--- src/rtl/mem_access_stage_pkg.sv ---
// Shared definitions for the memory-access stage: data-memory op codes,
// write-back source selects and the stage FSM states.
package mem_access_stage_pkg;

    localparam int DM_OP_BIT   = 3;
    localparam int IM_ADDR_BIT = 32;

    localparam logic [DM_OP_BIT-1:0] DM_OP_W  = 3'd0;
    localparam logic [DM_OP_BIT-1:0] DM_OP_HU = 3'd1;
    localparam logic [DM_OP_BIT-1:0] DM_OP_HS = 3'd2;
    localparam logic [DM_OP_BIT-1:0] DM_OP_BU = 3'd3;
    localparam logic [DM_OP_BIT-1:0] DM_OP_BS = 3'd4;

    localparam logic [1:0] WB_SEL_ALU = 2'd0;
    localparam logic [1:0] WB_SEL_MEM = 2'd1;
    localparam logic [1:0] WB_SEL_PC4 = 2'd2;
    localparam logic [1:0] WB_SEL_LUI = 2'd3;

    typedef enum logic {
        MA_IDLE = 1'b0,
        MA_WAIT = 1'b1
    } ma_state_e;

endpackage

--- src/rtl/mem_lane_align.sv ---
// Combinational byte-lane handling for the data memory: store data
// replication with byte enables, and load lane extraction with extension.
// Lanes are little-endian; lane 0 is bits [7:0].
module mem_lane_align
    import mem_access_stage_pkg::*;
(
    input  logic [DM_OP_BIT-1:0] op,
    input  logic [1:0]           lane,
    input  logic [31:0]          st_data,
    input  logic [31:0]          rd_word,
    output logic [3:0]           be,
    output logic [31:0]          wdata,
    output logic [31:0]          ld_data
);

    logic [31:0] shifted;

    // Store side: byte enables and lane-replicated write data
    always_comb begin
        be    = '1;
        wdata = st_data;
        case (op)
            DM_OP_HU, DM_OP_HS: begin
                be    = lane[1] ? 4'b1100 : 4'b0011;
                wdata = {2{st_data[15:0]}};
            end
            DM_OP_BU, DM_OP_BS: begin
                be    = 4'b0001 << lane;
                wdata = {4{st_data[7:0]}};
            end
            default: ;
        endcase
    end

    // Load side: move the addressed lane to bit 0, then zero/sign extend
    always_comb begin
        shifted = rd_word;
        case (op)
            DM_OP_HU, DM_OP_HS: shifted = rd_word >> {lane[1], 4'b0000};
            DM_OP_BU, DM_OP_BS: shifted = rd_word >> {lane, 3'b000};
            default: ;
        endcase
        ld_data = shifted;
        case (op)
            DM_OP_HU: ld_data = {16'h0000, shifted[15:0]};
            DM_OP_HS: ld_data = {{16{shifted[15]}}, shifted[15:0]};
            DM_OP_BU: ld_data = {24'h000000, shifted[7:0]};
            DM_OP_BS: ld_data = {{24{shifted[7]}}, shifted[7:0]};
            default: ;
        endcase
    end

endmodule

--- src/rtl/mem_access_stage.sv ---
// Pipeline stage 4: data memory access over a req/ack handshake, stalling
// upstream while an access is outstanding, and the MEM/WB register.
// Optional feature macro: MEM_ALIGN_CHECK_EN (misaligned access detection,
// adds the misalign output).
module mem_access_stage
    import mem_access_stage_pkg::*;
#(
    parameter int ADDR_BIT = 32
) (
    input  logic                   clk,
    input  logic                   rst,
    input  logic                   en,
    input  logic [31:0]            alu_data_res,
    input  logic [31:0]            regfile_data_b,
    input  logic [15:0]            imm16,
    input  logic [IM_ADDR_BIT-1:0] pc_4,
    input  logic [4:0]             rd_w,
    input  logic [DM_OP_BIT-1:0]   datamem_op,
    input  logic                   datamem_r_en,
    input  logic                   datamem_w_en,
    input  logic                   regfile_w_en,
    input  logic [1:0]             wb_sel,
    output logic                   mem_req,
    output logic                   mem_we,
    output logic [ADDR_BIT-3:0]    mem_addr,
    output logic [3:0]             mem_be,
    output logic [31:0]            mem_wdata,
    input  logic                   mem_ack,
    input  logic [31:0]            mem_rdata,
    output logic                   stall,
    output logic [31:0]            wb_data,
    output logic [4:0]             wb_rd,
`ifdef MEM_ALIGN_CHECK_EN
    output logic                   misalign,
`endif
    output logic                   wb_w_en
);

    ma_state_e   state_q, state_d;
    logic [31:0] wb_data_q, wb_data_d;
    logic [4:0]  wb_rd_q, wb_rd_d;
    logic        wb_w_en_q, wb_w_en_d;
    logic        access, access_eff, stall_int;
    logic [31:0] ld_data, wb_mux;
`ifdef MEM_ALIGN_CHECK_EN
    logic        misal;
    logic        misalign_q, misalign_d;
`endif

    mem_lane_align u_lane (
        .op      (datamem_op),
        .lane    (alu_data_res[1:0]),
        .st_data (regfile_data_b),
        .rd_word (mem_rdata),
        .be      (mem_be),
        .wdata   (mem_wdata),
        .ld_data (ld_data)
    );

    // Access qualification; a misaligned access never reaches memory
    always_comb begin
        access = datamem_r_en | datamem_w_en;
`ifdef MEM_ALIGN_CHECK_EN
        misal = access & (((datamem_op == DM_OP_W) & (alu_data_res[1:0] != 2'b00)) |
                          (((datamem_op == DM_OP_HU) | (datamem_op == DM_OP_HS)) &
                           alu_data_res[0]));
        access_eff = access & ~misal;
`else
        access_eff = access;
`endif
    end

    // Handshake outputs; reset forces the request and stall off at once
    always_comb begin
        mem_req   = access_eff & en & ~rst;
        stall_int = access_eff & en & ~rst & ~mem_ack;
        mem_we    = datamem_w_en;
        mem_addr  = alu_data_res[ADDR_BIT-1:2];
        stall     = stall_int;
    end

    // FSM state register
    always_ff @(posedge clk or posedge rst) begin
        if (rst) state_q <= MA_IDLE;
        else     state_q <= state_d;
    end

    // FSM next state: an ack while en=0 is ignored
    always_comb begin
        state_d = state_q;
        case (state_q)
            MA_IDLE: if (access_eff && en && !mem_ack) state_d = MA_WAIT;
            MA_WAIT: if (en && mem_ack)                state_d = MA_IDLE;
        endcase
    end

    // Write-back source select
    always_comb begin
        case (wb_sel)
            WB_SEL_ALU: wb_mux = alu_data_res;
            WB_SEL_MEM: wb_mux = ld_data;
            WB_SEL_PC4: wb_mux = 32'(pc_4);
            default:    wb_mux = {imm16, 16'h0000};
        endcase
    end

    // MEM/WB register next values: bubble while stalled, hold while en=0
    always_comb begin
        wb_data_d = wb_data_q;
        wb_rd_d   = wb_rd_q;
        wb_w_en_d = wb_w_en_q;
`ifdef MEM_ALIGN_CHECK_EN
        misalign_d = misalign_q;
`endif
        if (en) begin
            if (stall_int) begin
                wb_w_en_d = 1'b0;
            end else begin
                wb_data_d = wb_mux;
                wb_rd_d   = rd_w;
                wb_w_en_d = regfile_w_en & (rd_w != 5'd0);
`ifdef MEM_ALIGN_CHECK_EN
                wb_w_en_d = wb_w_en_d & ~misal;
`endif
            end
`ifdef MEM_ALIGN_CHECK_EN
            misalign_d = misal;
`endif
        end
    end

    // MEM/WB register
    always_ff @(posedge clk or posedge rst) begin
        if (rst) begin
            wb_data_q <= '0;
            wb_rd_q   <= '0;
            wb_w_en_q <= 1'b0;
`ifdef MEM_ALIGN_CHECK_EN
            misalign_q <= 1'b0;
`endif
        end else begin
            wb_data_q <= wb_data_d;
            wb_rd_q   <= wb_rd_d;
            wb_w_en_q <= wb_w_en_d;
`ifdef MEM_ALIGN_CHECK_EN
            misalign_q <= misalign_d;
`endif
        end
    end

    always_comb begin
        wb_data = wb_data_q;
        wb_rd   = wb_rd_q;
        wb_w_en = wb_w_en_q;
`ifdef MEM_ALIGN_CHECK_EN
        misalign = misalign_q;
`endif
    end

endmodule
--- config.mk ---
export PLATFORM = sky130hd
export DESIGN_NAME = mem_access_stage
export DESIGN_NICKNAME = d
export VERILOG_FILES = /design/src/rtl/mem_access_stage_pkg.sv /design/src/rtl/mem_lane_align.sv /design/src/rtl/mem_access_stage.sv
export SDC_FILE = /design/constraint.sdc
export NUM_CORES = 1
export LEC_CHECK = 0
export CAP_MARGIN = 10
export CORE_UTILIZATION = 33
export DETAILED_ROUTE_END_ITERATION = 10
export PLACE_DENSITY = 0.87
export SYNTH_ARGS = -nofsm -noshare
export SYNTH_HDL_FRONTEND = slang
export SYNTH_HIERARCHICAL = 1
export SYNTH_SLANG_ARGS = --single-unit
--- constraint.sdc ---
create_clock -name clk -period 1.4 [get_ports clk]
set_input_delay 0.14 -clock clk [delete_from_list [all_inputs] [get_ports clk]]
set_output_delay 0.14 -clock clk [all_outputs]
set_load 0.01 [all_outputs]
==> reports/qor.yml <==
worst_setup_path:
  timing.critical_path.cells: "buf_12, buf_6, buf_4, nor3b_4, buf_6, buf_4, and2_4, a21oi_2, nand2_2, mux4_2, mux2_4"
  critical-path-slowest-cell: "mux4_2"
  worst_path_largest_cell_delay_ns: 0.45
  critPathBufInv: 5
  cp-start-kind: "primary input"
  r2r-start: "wb_data[4]$_DFFE_PP0P_"
  critical_path_cell_count: 11
  worstSetupStartpoint: "datamem_op[2]"
  worst_path_dominant_cell_family: "multiplexers"
  ws_path_type: "primary input to flip-flop"
  critPathRequiredTime_ns: 1.57
  worstRegToRegCells: 1
  crit_arrival_ns: 2.06
  critPathMaxFanout: 8
  critical_path.endpoint_type: "flip-flop"
floorplanning:
  fp.coreArea_mm2: 0.01147
  die_area_mm2: 0.01231
  floorplan.rows: 39
  io_pins: 268
  die_w_um: 110.9
  die-height_um: 110.9
  initial_core_utilization: 0.3415
cts:
  cts_made_buffers: 5
  clkSlewWorstSetupHoldPaths_ns: 0.06
  clock_latency_ns: 0.28
  htree_levels: 2
  cts.sinks: 38
  cts_root_buffer: "clkbuf_16"
  max_buffers_root_to_sink: 2
  tritoncts: "built"
sta:
  timing.slew.headroom: 0.7263
  period_share: 1.350
  timing.fmax_ghz: 0.5289
  grt_setup_unrepaired: "yes"
  timing.final.ws_setup_ns: -0.4906
  slew_viol_final: 0
  post-route-min-period_ns: 1.891
  clock-skew-final_ns: 0
  hold_viol_final: 0
  finalHoldWorstSlack_ns: 0.02990
  finalSetupViolations: 60
  worstMarginPinSlew_ns: 0.4105
  totalNegativeSetupSlack_ns: -19.64
logic_synthesis:
  yosys_most_used_dff: "dfrtp_1"
  synth_warnings: 6
  synth_cell_types: 49
  synth.net_count: 574
  async_reset_ff_frac: 1.000
  synth_cells: 413
  synth-seq-cells: 38
  postSynthAreaPerCell_um2: 9.482
  synth_edf_count: 0
  yosysSeqAreaShare: 0.2428
  post_synthesis_instance_area_mm2: 0.003916
route:
  route.detailed.drc: 0
  dr_vias: 4945
  detail_route.wirelength_um: 19660
  final_antenna_net_count: 0
  drt_first_iter_violations: 323
  avgRoutedWirePerCell_um: 22.29
  detail_route.vias_per_cell: 5.607
  firstDrtPassIters: 4
placement:
  hpwl_um: 13710
  dpl.cell_count: 818
  place.port_buffers: 267
  finalWeightedCongestion: 0.9136
global_routing:
  globalRouteTotalUtil: 0.2960
  gr-max-usage-layer: "met2"
  grt_pass1_wl_um: 28580
  met3_usage: 0.07326
  global_route.usage.met1: 0.3148
  number_of_antenna_violations_at_the_first_check_in_global_routing: 0
  global_route.usage.met2: 0.5590
  number_of_global_route_vias_before_repair: 5219
  grt_max_degree: 30
  grt_remaining_overflow: 0
layout:
  final_cell_count_no_fill: 882
  nFillCells: 703
  drive_gt1_frac: 0.4966
  syn2layout_area_growth_pct: 119.2
  number_of_diodes_added_for_antenna_fixing: 0
  final_net_count: 899
status:
  violations: "negative setup slack"
  status: "finished with violations"
power:
  pwr_per_cell_area_mw_per_mm2: 680.3
  vdd_ir_drop_max_mv: 0.5983
  pleak_nw: 3.567
flow_run:
  max_cap_violations: 0
min_path:
  class_of_the_most_critical_hold_timing_path: "primary input to asynchronous set/reset pin"
sequential cells by signal, indices dropped and copies added, names as in the netlist:
register  flops
wb_w_en       1
wb_data      32
wb_rd         5
area by class of cell:
cell class              count  area (um^2)  area share
clock buffers               7        142.6     0.01662
flip-flops and latches     38        950.9      0.1108
inverters                   6        30.03    0.003498
multi-input cells         293         3344      0.3896
repair buffers            394         3933      0.4581
well taps                 143        178.9     0.02084
clock inverters             1        5.005   0.0005830
placed cells by master, fill, tap and decap left out, types with 17 or more instances in the layout:
cell type | synthesis | routed
clkdlybuf4s50_1 | 0 | 216
buf_4 | 43 | 68
buf_6 | 6 | 54
dfrtp_1 | 38 | 38
mux2_4 | 2 | 30
a21oi_2 | 2 | 24
mux2_2 | 51 | 23
buf_2 | 15 | 20
mux2i_1 | 26 | 18
o2bb2ai_1 | 17 | 17
mux4_2 | 16 | 17
where the power goes:
part	internal, W	leakage (nW)	switching (W)
sequential	0.00129	0.461	0.000111
combinational	0.00194	3.03	0.00133
clock	0.000707	0.0739	0.000460
total	0.00394	3.57	0.00190
cells in the mapped netlist (2+ instances only):
library cell  instances  share of area
mux4_2               16          0.092
and2_1                2         0.0032
o221ai_1              6          0.013
o21ai_1               3         0.0038
o31ai_1               2         0.0038
buf_2                15          0.019
a21oi_2               2         0.0045
buf_4                43          0.082
mux2_2               51           0.15
buf_1                 2         0.0019
o21ai_0              12          0.015
inv_1                 6         0.0058
nand2_1              33          0.032
nor2_1               23          0.022
mux2i_1              26          0.066
a211oi_1              8          0.015
buf_6                 6          0.017
nor3_1                2         0.0026
clkbuf_1              9         0.0086
dfrtp_1              38           0.24
mux2_4                2         0.0077
nor2b_1               2         0.0032
o21a_1                2         0.0038
o2bb2ai_1            17          0.038
o22ai_1              31          0.050
a21oi_1              31          0.040
per-layer routing:
layer / up-vias / share of wire
met2: 277 / 0.54
met5: - / 0
met1: 2448 / 0.35
li1: 2176 / -
met3: 44 / 0.073
met4: 0 / 0.031
final timing paths:
check | end | slack [ns]
min in group clk | wb_w_en$_DFFE_PP0P_ | 0.42
max in group asynchronous | wb_data[13]$_DFFE_PP0P_ | 0.95
worst min register to register | wb_w_en$_DFFE_PP0P_ | 0.50
worst max-delay path | wb_data[28]$_DFFE_PP0P_ | -0.49
worst min-delay path | wb_data[4]$_DFFE_PP0P_ | 0.03
worst max register to register | wb_data[4]$_DFFE_PP0P_ | 0.61
timing repair:
| item | CTS | global route |
|---|---|---|
| hold buffers | 0 | 0 |
| buffers inserted | 36 | 20 |
| endpoints found under the setup margin | 76 | 61 |
| cloned | 3 | 2 |
| pin swaps | 29 | 51 |
| resized for setup | 293 | 127 |
kinds of logic (layout without fill, tap and decap cells):
| kind of cell | Yosys count | in the layout | synth area share |
|---|---|---|---|
| buffers and inverters | 83 | 408 | 0.1441 |
| muxes | 96 | 96 | 0.3195 |
| AOI/OAI and AO/OA | 121 | 121 | 0.2054 |
| DFF | 38 | 38 | 0.2428 |
| xor gates and xnor gates | 1 | 1 | 0.002237 |
| and+or+nand+nor | 74 | 75 | 0.08595 |
per-stage QoR:
stage          utilization  cell area [um^2]  total power [W]  setup slack, ns
5_1_grt             0.7486              8584         0.006067          -0.5241
3_5_place_dp        0.6073              6964         0.004044           -1.230
4_1_cts             0.6858              7864         0.005525          -0.5742
3_3_place_gp        0.6073              6964         0.003970           -1.052
6_report            0.7486              8584         0.005840          -0.4906
2_1_floorplan            -              4054         0.002563          -0.7010
No activity file was read; power rests on OpenSTA's default activity.
